==> config.mk <==
export PLATFORM = sky130hd
export DESIGN_NAME = link_arbiter
export DESIGN_NICKNAME = d
export VERILOG_FILES = /design/src/rtl/link_arbiter.sv
export SDC_FILE = /design/constraint.sdc
export NUM_CORES = 1
export LEC_CHECK = 0
export BUFFER_PORTS_ARGS = -buffer_cell sky130_fd_sc_hd__buf_2
export CORE_ASPECT_RATIO = 0.9
export CORE_UTILIZATION = 31
export DETAILED_ROUTE_END_ITERATION = 12
export HOLD_SLACK_MARGIN = 0.06
export SKIP_LAST_GASP = 1
export SLEW_MARGIN = 15
export SYNTH_ARGS = -nofsm -noshare
export SYNTH_HDL_FRONTEND = slang
export SYNTH_SLANG_ARGS = --single-unit
export TNS_END_PERCENT = 100
==> constraint.sdc <==
create_clock -name clk -period 3.4 [get_ports clk]
set_input_delay 0.51 -clock clk [delete_from_list [all_inputs] [get_ports clk]]
set_output_delay 0.51 -clock clk [all_outputs]
set_load 0.01 [all_outputs]
==> src/rtl/link_arbiter.sv <==
// Round-robin arbiter sharing one 4-phase req/ack byte link among NREQ masters.
// Relays the slave handshake to the granted master and aborts on slave timeout.
module link_arbiter #(
  parameter int NREQ    = 4,
  parameter int DW      = 8,
  parameter int TIMEOUT = 15,
  parameter int CNTW    = 16
) (
  input  logic                 clk,
  input  logic                 rst,
  input  logic [NREQ-1:0]      m_req,
  input  logic [NREQ*DW-1:0]   m_data,
  output logic [NREQ-1:0]      m_ack,
  output logic [NREQ-1:0]      grant,
  output logic                 s_req,
  output logic [DW-1:0]        s_data,
  input  logic                 s_ack,
  output logic                 busy,
  output logic                 timeout_err,
  output logic [CNTW-1:0]      xfer_count
);

  localparam int IW = $clog2(NREQ);
  localparam int TW = (TIMEOUT > 0) ? $clog2(TIMEOUT + 1) : 1;

  typedef enum logic [2:0] {IDLE, REQ, ACKD, REL, DRAIN} state_t;

  state_t          state;
  logic [IW-1:0]   last;
  logic [IW-1:0]   owner;
  logic [IW-1:0]   winner;
  logic [IW-1:0]   cand;
  logic            found;
  logic [DW-1:0]   win_data;
  logic [TW-1:0]   timer;
  logic            timed_out;
  logic            owner_req;

  // Search starts just after the last served master; first requester wins.
  // NOTE: every always_comb output gets a default first so no latch is inferred.
  always_comb begin
    winner = last;
    found  = 1'b0;
    cand   = '0;
    for (int k = 1; k <= NREQ; k++) begin
      cand = IW'((int'(last) + k) % NREQ);
      if (!found && m_req[cand]) begin
        winner = cand;
        found  = 1'b1;
      end
    end
  end

  always_comb begin
    win_data = '0;
    for (int i = 0; i < NREQ; i++) begin
      if (IW'(i) == winner) win_data = m_data[i*DW +: DW];
    end
  end

  assign owner_req = |(m_req & grant);
  assign timed_out = (TIMEOUT > 0) && (32'(timer) == 32'(TIMEOUT - 1));

  // NOTE: sequential state uses non-blocking assignments only; reset is synchronous.
  always_ff @(posedge clk) begin
    if (rst) begin
      state       <= IDLE;
      m_ack       <= '0;
      grant       <= '0;
      s_req       <= 1'b0;
      s_data      <= '0;
      busy        <= 1'b0;
      timeout_err <= 1'b0;
      xfer_count  <= '0;
      last        <= IW'(NREQ - 1);
      owner       <= '0;
      timer       <= '0;
    end else begin
      timeout_err <= 1'b0;
      case (state)
        IDLE: begin
          if (found) begin
            grant  <= NREQ'(1) << winner;
            owner  <= winner;
            s_data <= win_data;
            s_req  <= 1'b1;
            busy   <= 1'b1;
            timer  <= '0;
            state  <= REQ;
          end
        end
        REQ: begin
          if (s_ack) begin
            m_ack <= grant;
            state <= ACKD;
          end else if (timed_out) begin
            s_req       <= 1'b0;
            timeout_err <= 1'b1;
            state       <= DRAIN;
          end else begin
            timer <= timer + TW'(1);
          end
        end
        ACKD: begin
          // A master that dropped m_req early leaves here on the first cycle.
          if (!owner_req) begin
            s_req <= 1'b0;
            state <= REL;
          end
        end
        REL: begin
          if (!s_ack) begin
            m_ack      <= '0;
            grant      <= '0;
            busy       <= 1'b0;
            xfer_count <= xfer_count + CNTW'(1);
            last       <= owner;
            state      <= IDLE;
          end
        end
        DRAIN: begin
          // Aborted master goes to the back of the rotation but may retry.
          if (!s_ack) begin
            grant <= '0;
            busy  <= 1'b0;
            last  <= owner;
            state <= IDLE;
          end
        end
        default: state <= IDLE;
      endcase
    end
  end

endmodule
# Yosys cells after proc, flatten, opt, wreduce, memory -nomap -nowiden
# Index checks and enable logic that the tools add are counted.
[classes]
n_shift = 1
order_cmp = 4
reduce_logical = 23
addsub = 6
n_eq_ne = 17
bitwise_logic = 3
n_mux = 43
[ops]
columns = ["operator", "count"]
rows = [
  ["8-bit 2-to-1 mux", 4],
  ["4-bit 2-to-1 mux", 6],
  ["4-bit case mux with 2 select lines", 3],
  ["16-bit by 1-bit adder with 16-bit output (second input constant)", 1],
  ["2-bit != test (second input constant)", 8],
  ["3-bit 2-to-1 mux", 5],
  ["1-bit 2-to-1 mux", 14],
  ["2-bit by 3-bit less-than comparator with 1-bit output (second input constant)", 4],
  ["3-bit case mux with 4 select lines", 1],
  ["1-bit binary-select mux with 2-bit select", 4],
  ["2-bit 2-to-1 mux", 4],
  ["4-bit AND reduction", 2],
  ["3-bit by 2-bit == test with 1-bit output (second input constant)", 2],
  ["2-bit AND reduction", 3],
  ["3-bit AND reduction", 2],
  ["2-bit nonzero test", 3],
  ["5-bit AND reduction", 1],
  ["2-bit by 1-bit adder with 2-bit output (second input constant)", 2],
  ["2-bit adder (second input constant)", 2],
  ["4-bit by 1-bit adder with 4-bit output (second input constant)", 1],
  ["4-bit AND", 1],
  ["2-bit == test (first input constant)", 2],
  ["4-bit == test (second input constant)", 1],
  ["4-bit OR reduction", 1],
  ["other kinds (15)", 20],
]
[totals]
elab_cells = 108
inputBits = 39
register_bits = 46
out_inout_bits = 35

# Depth between registers and ports, before layout
[logic_depth]
depth_word = 18
mapped_depth = 7
mapped_depth_nobuf = 7

# Worst setup path before layout
# Ideal clock, no wire load.
[synth_path]
path_type = "input port to flip-flop"
startpoint = "input port m_req[1]"
endpoint = "register s_data[1]"
stages = 6
setup_slack_ns = 1.561
arrival_ns = 1.743
n_path_buf = 1
required_ns = 3.304
setup_time_ns = 0.096
path_cell_list = "nor2b_2 -> or3b_4 -> a21oi_4 -> buf_6 -> nor4_1 -> o41ai_2"
[synth_between]
elab_chain_cells = 17
elab_cells_between_ends = 31
classes_between = "eq/ne (3); mux (20); reduce/logical (8)"
[synth_lines]
columns = ["element", "line_no", "rtl"]
rows = [
  ["start: declaration", "11", "input logic [NREQ-1:0] m_req,"],
  ["1-bit binary-select mux with 2-bit select", "47", "if (!found && m_req[cand]) begin"],
  ["1-bit 2-to-1 mux (not written as such)", "47", ""],
  ["1-bit 2-to-1 mux", "47", ""],
  ["1-bit zero test", "47", ""],
  ["1-bit logical AND", "47", ""],
  ["1-bit 2-to-1 mux", "47", ""],
  ["1-bit zero test", "47", ""],
  ["1-bit logical AND", "47", ""],
  ["1-bit 2-to-1 mux", "47", ""],
  ["1-bit zero test", "47", ""],
  ["1-bit logical AND", "47", ""],
  ["2-bit 2-to-1 mux", "47", ""],
  ["2-bit zero test", "57", "if (IW'(i) == winner) win_data = m_data[i*DW +: DW];"],
  ["8-bit 2-to-1 mux (4 in a row)", "57", ""],
  ["end signal: assignment", "85", "s_data <= win_data;"],
  ["end: declaration", "16", "output logic [DW-1:0] s_data,"],
]
# Several ways; a longest one is shown, not always the timed one. The select of a mux whose other input is x is not followed.
# A chain may end at the register's enable or synchronous reset.

# Worst setup path in the final report
[layout_path]
startpoint = "register state[1]"
endpoint = "register xfer_count[10]"
[layout_between]
elab_chain_cells = 2
[layout_lines]
columns = ["element", "line_no", "rtl"]
rows = [
  ["start: declaration", "28", "state_t state;"],
  ["start signal: assignment", "67", "state <= IDLE;"],
  ["start signal: assignment", "89", "state <= REQ;"],
  ["start signal: assignment", "95", "state <= ACKD;"],
  ["3-bit by 2-bit == test with 1-bit output", "80", "case (state)"],
  ["2-bit AND reduction (no source line)", "--", ""],
  ["end signal: assignment", "116", "xfer_count <= xfer_count + CNTW'(1);"],
  ["end: declaration", "20", "output logic [CNTW-1:0] xfer_count"],
]
# No other way between the ends.

==> results_dict.tcl <==
set metrics [dict create \
    nets 382 \
    finalCriticalPeriod_ns 2.055 \
    slew-limit-headroom_pct 47.09 \
    synth-adder-area-share_pct 1.596 \
    synth_top_area_share_pct 39.15 \
    yosysSeqAreaShare_pct 39.15 \
    place.port_buffers 73 \
    start_kind "flip-flop" \
    ys_types 53 \
    avgRoutedWirePerCell_um 13.60 \
    start_util_pct 32.74 \
    layout_common_cells "buf_2 (73), dfxtp_1 (46), nand2_1 (29)" \
    drive_above_1_share_pct 28.45 \
    antenna_cells 0 \
    drt-total-wl_um 5904 \
    hold_buffers 0 \
    synth_mux_area_share_pct 1.330 \
    antenna_found_initial 0 \
    clock_sink_count 46 \
    tightest_slew_ns 0.7937 \
    synth.largest_area_cell "dfxtp_1" \
    gr-total-overflow 0 \
    clk_path_buf_depth 2 \
    rows 29 \
    power_mw 1.168 \
    fin_crit_sh_pct 60.43 \
    cts-root-buf "clkbuf_8" \
    path_clk_slew_ns 0.09 \
    numCtsBuffers 5 \
    area_growth_pct 22.82 \
    synth-simple-area-share_pct 32.23 \
    cts_resized 0 \
    cts_setup_buffers 0 \
    gp_congestion 0.7625 \
    fp.dieW_um 93.82 \
    crit_slowest_cell "dfxtp_1" \
    synthXorXnorAreaFrac_pct 4.840 \
    status "finished, final reports clean" \
    ys_seq_elements 46 \
    tns_ns 0 \
    maxCapViolations 0 \
    cp_slowest_stage_delay_ns 0.68 \
    dieArea_mm2 0.007941 \
    max_freq_mhz 486.7 \
    die_y_um 84.64 \
    grt_max_degree 38 \
    min_path_type "reg -> reg" \
    cellPowerDensity_mw_per_mm2 404.3 \
    cp_num_buf_inv 0 \
    clk_latency_ns 0.31 \
    synth_cells 273 \
    drt_iter0_markers 103 \
    vias_per_cell 5.138 \
    endpoint_kind "flip-flop" \
    final-setup-viol-count 0 \
    maxSlewViolCount 0 \
    crit_fanout 15 \
    dr_total_vias 2230 \
    hold_depth 2 \
    skew_ns 0.01512 \
    yosysWarnings 0 \
    cp.required_ns 3.64 \
    rsz0062_at_grt "false" \
    cp_top_family "simple AND/OR/NAND/NOR gates" \
    synth_top_family_by_area "simple AND/OR/NAND/NOR gates" \
    synth-edff-count 0 \
    synth_fp_nets 315 \
    synth_compound_area_share_pct 17.29 \
    crit_type "reg -> reg" \
    num_io_pins 74 \
    synth_area_per_cell_um2 8.616 \
    ant_nets 0 \
    fillers 735 \
    grtUsageTotal_pct 16.02 \
    synth-async-reset-ratio_pct 0 \
    irDropWorstVdd_uv 165.9 \
    yosys_most_used_dff "dfxtp_1" \
    leakagePower_nw 1.257 \
    grt_pass1_wl_um 10130 \
    cp_cell_sequence "and4bb_2, and3_1, nand2_1, or3_1, a21oi_1" \
    synth.area.top_cells "dfxtp_1 (39%), nand2_1 (4.6%), nor2_1 (4.5%)" \
    r2r_cells 5 \
    drc 0 \
    htree_levels 2 \
    cts_tree "done" \
    final_common_cell "buf_2" \
    hold_violations 0 \
    core_area_mm2 0.007184 \
    hpwl_um 4289 \
    grt_pass1_vias 2082 \
    dr.pass1.iters 4 \
    synth.cell_area_mm2 0.002352 \
    arrival_ns 2.29 \
    cp.depth 5 \
]
==> sequential cells by signal, indices dropped and copies added (netlist names) <==
register	count
busy	1
grant	4
last	2
m_ack	4
owner	2
s_data	8
s_req	1
state	3
timeout_err	1
timer	4
xfer_count	16
==> Yosys cell counts (4+ instances only) <==
library cell	instances
a21oi_1	10
and3_1	7
and3b_1	8
buf_2	4
clkbuf_1	11
dfxtp_1	46
nand2_1	29
nand2b_1	7
nand3_1	15
nand4_1	4
nor2_1	28
nor3_1	7
nor4_1	10
o211ai_1	4
o21ai_1	5
o22ai_1	8
o41ai_2	5
xor2_1	11
==> per-stage QoR <==
step                      hold WS [ns]  std cells  worst slack [ns]  instance area, µm²  utilization, %
after floorplan                 0.4362        273             1.561                2352               -
after global placement          0.4376        426             1.227                2784           38.75
after detailed placement        0.4388        426             1.169                2784           38.75
after CTS                       0.4614        434             1.334                2889           40.21
after global routing            0.4891        434             1.107                2889           40.21
final                           0.4574        434             1.345                2889           40.21
==> worst min-delay path, delay by kind of cell (launching register included) <==
kind / cells / cell delay, ns
and+or+nand+nor: 2 / 0.10
DFF: 1 / 0.32
==> path summary, 6_finish.rpt <==
path                            slack [ns]     start              to
worst max register to register        1.35  state[1]  xfer_count[10]
worst min-delay path                  0.46      busy            busy
worst max-delay path                  1.35  state[1]  xfer_count[10]
worst min register to register        0.46      busy            busy
==> where the power goes <==
part	internal (mW)	switching [mW]
clock	0.187	0.196
sequential	0.567	0.0274
combinational	0.0853	0.106
total	0.839	0.329
==> cell type report <==
| cell class | instances | area [µm²] | share of cell area, % |
|---|---|---|---|
| Inverter | 3 | 11.26 | 0.3898 |
| Timing Repair Buffer | 76 | 387.9 | 13.43 |
| Sequential cell | 46 | 920.9 | 31.88 |
| Clock buffer | 7 | 96.34 | 3.335 |
| Multi-Input combinational cell | 208 | 1348 | 46.64 |
| Tap cell | 93 | 116.4 | 4.028 |
| Clock inverter | 1 | 8.758 | 0.3032 |
==> kinds of logic after synthesis <==
kind of cell / Yosys count
simple gates: 137
xor+xnor: 13
mux: 3
compound gates: 52
flops: 46
buf+inv: 19
fa+ha+maj: 3
==> per-layer routing <==
metal,up-vias,share of wire (%),global-route usage [%]
met5,-,0,0
met4,0,1.2,5.035
met3,7,4.9,4.167
met2,53,43,23.95
met1,1037,51,22.37
li1,1133,-,-
Note: power is estimated with default switching activity, not from simulation.
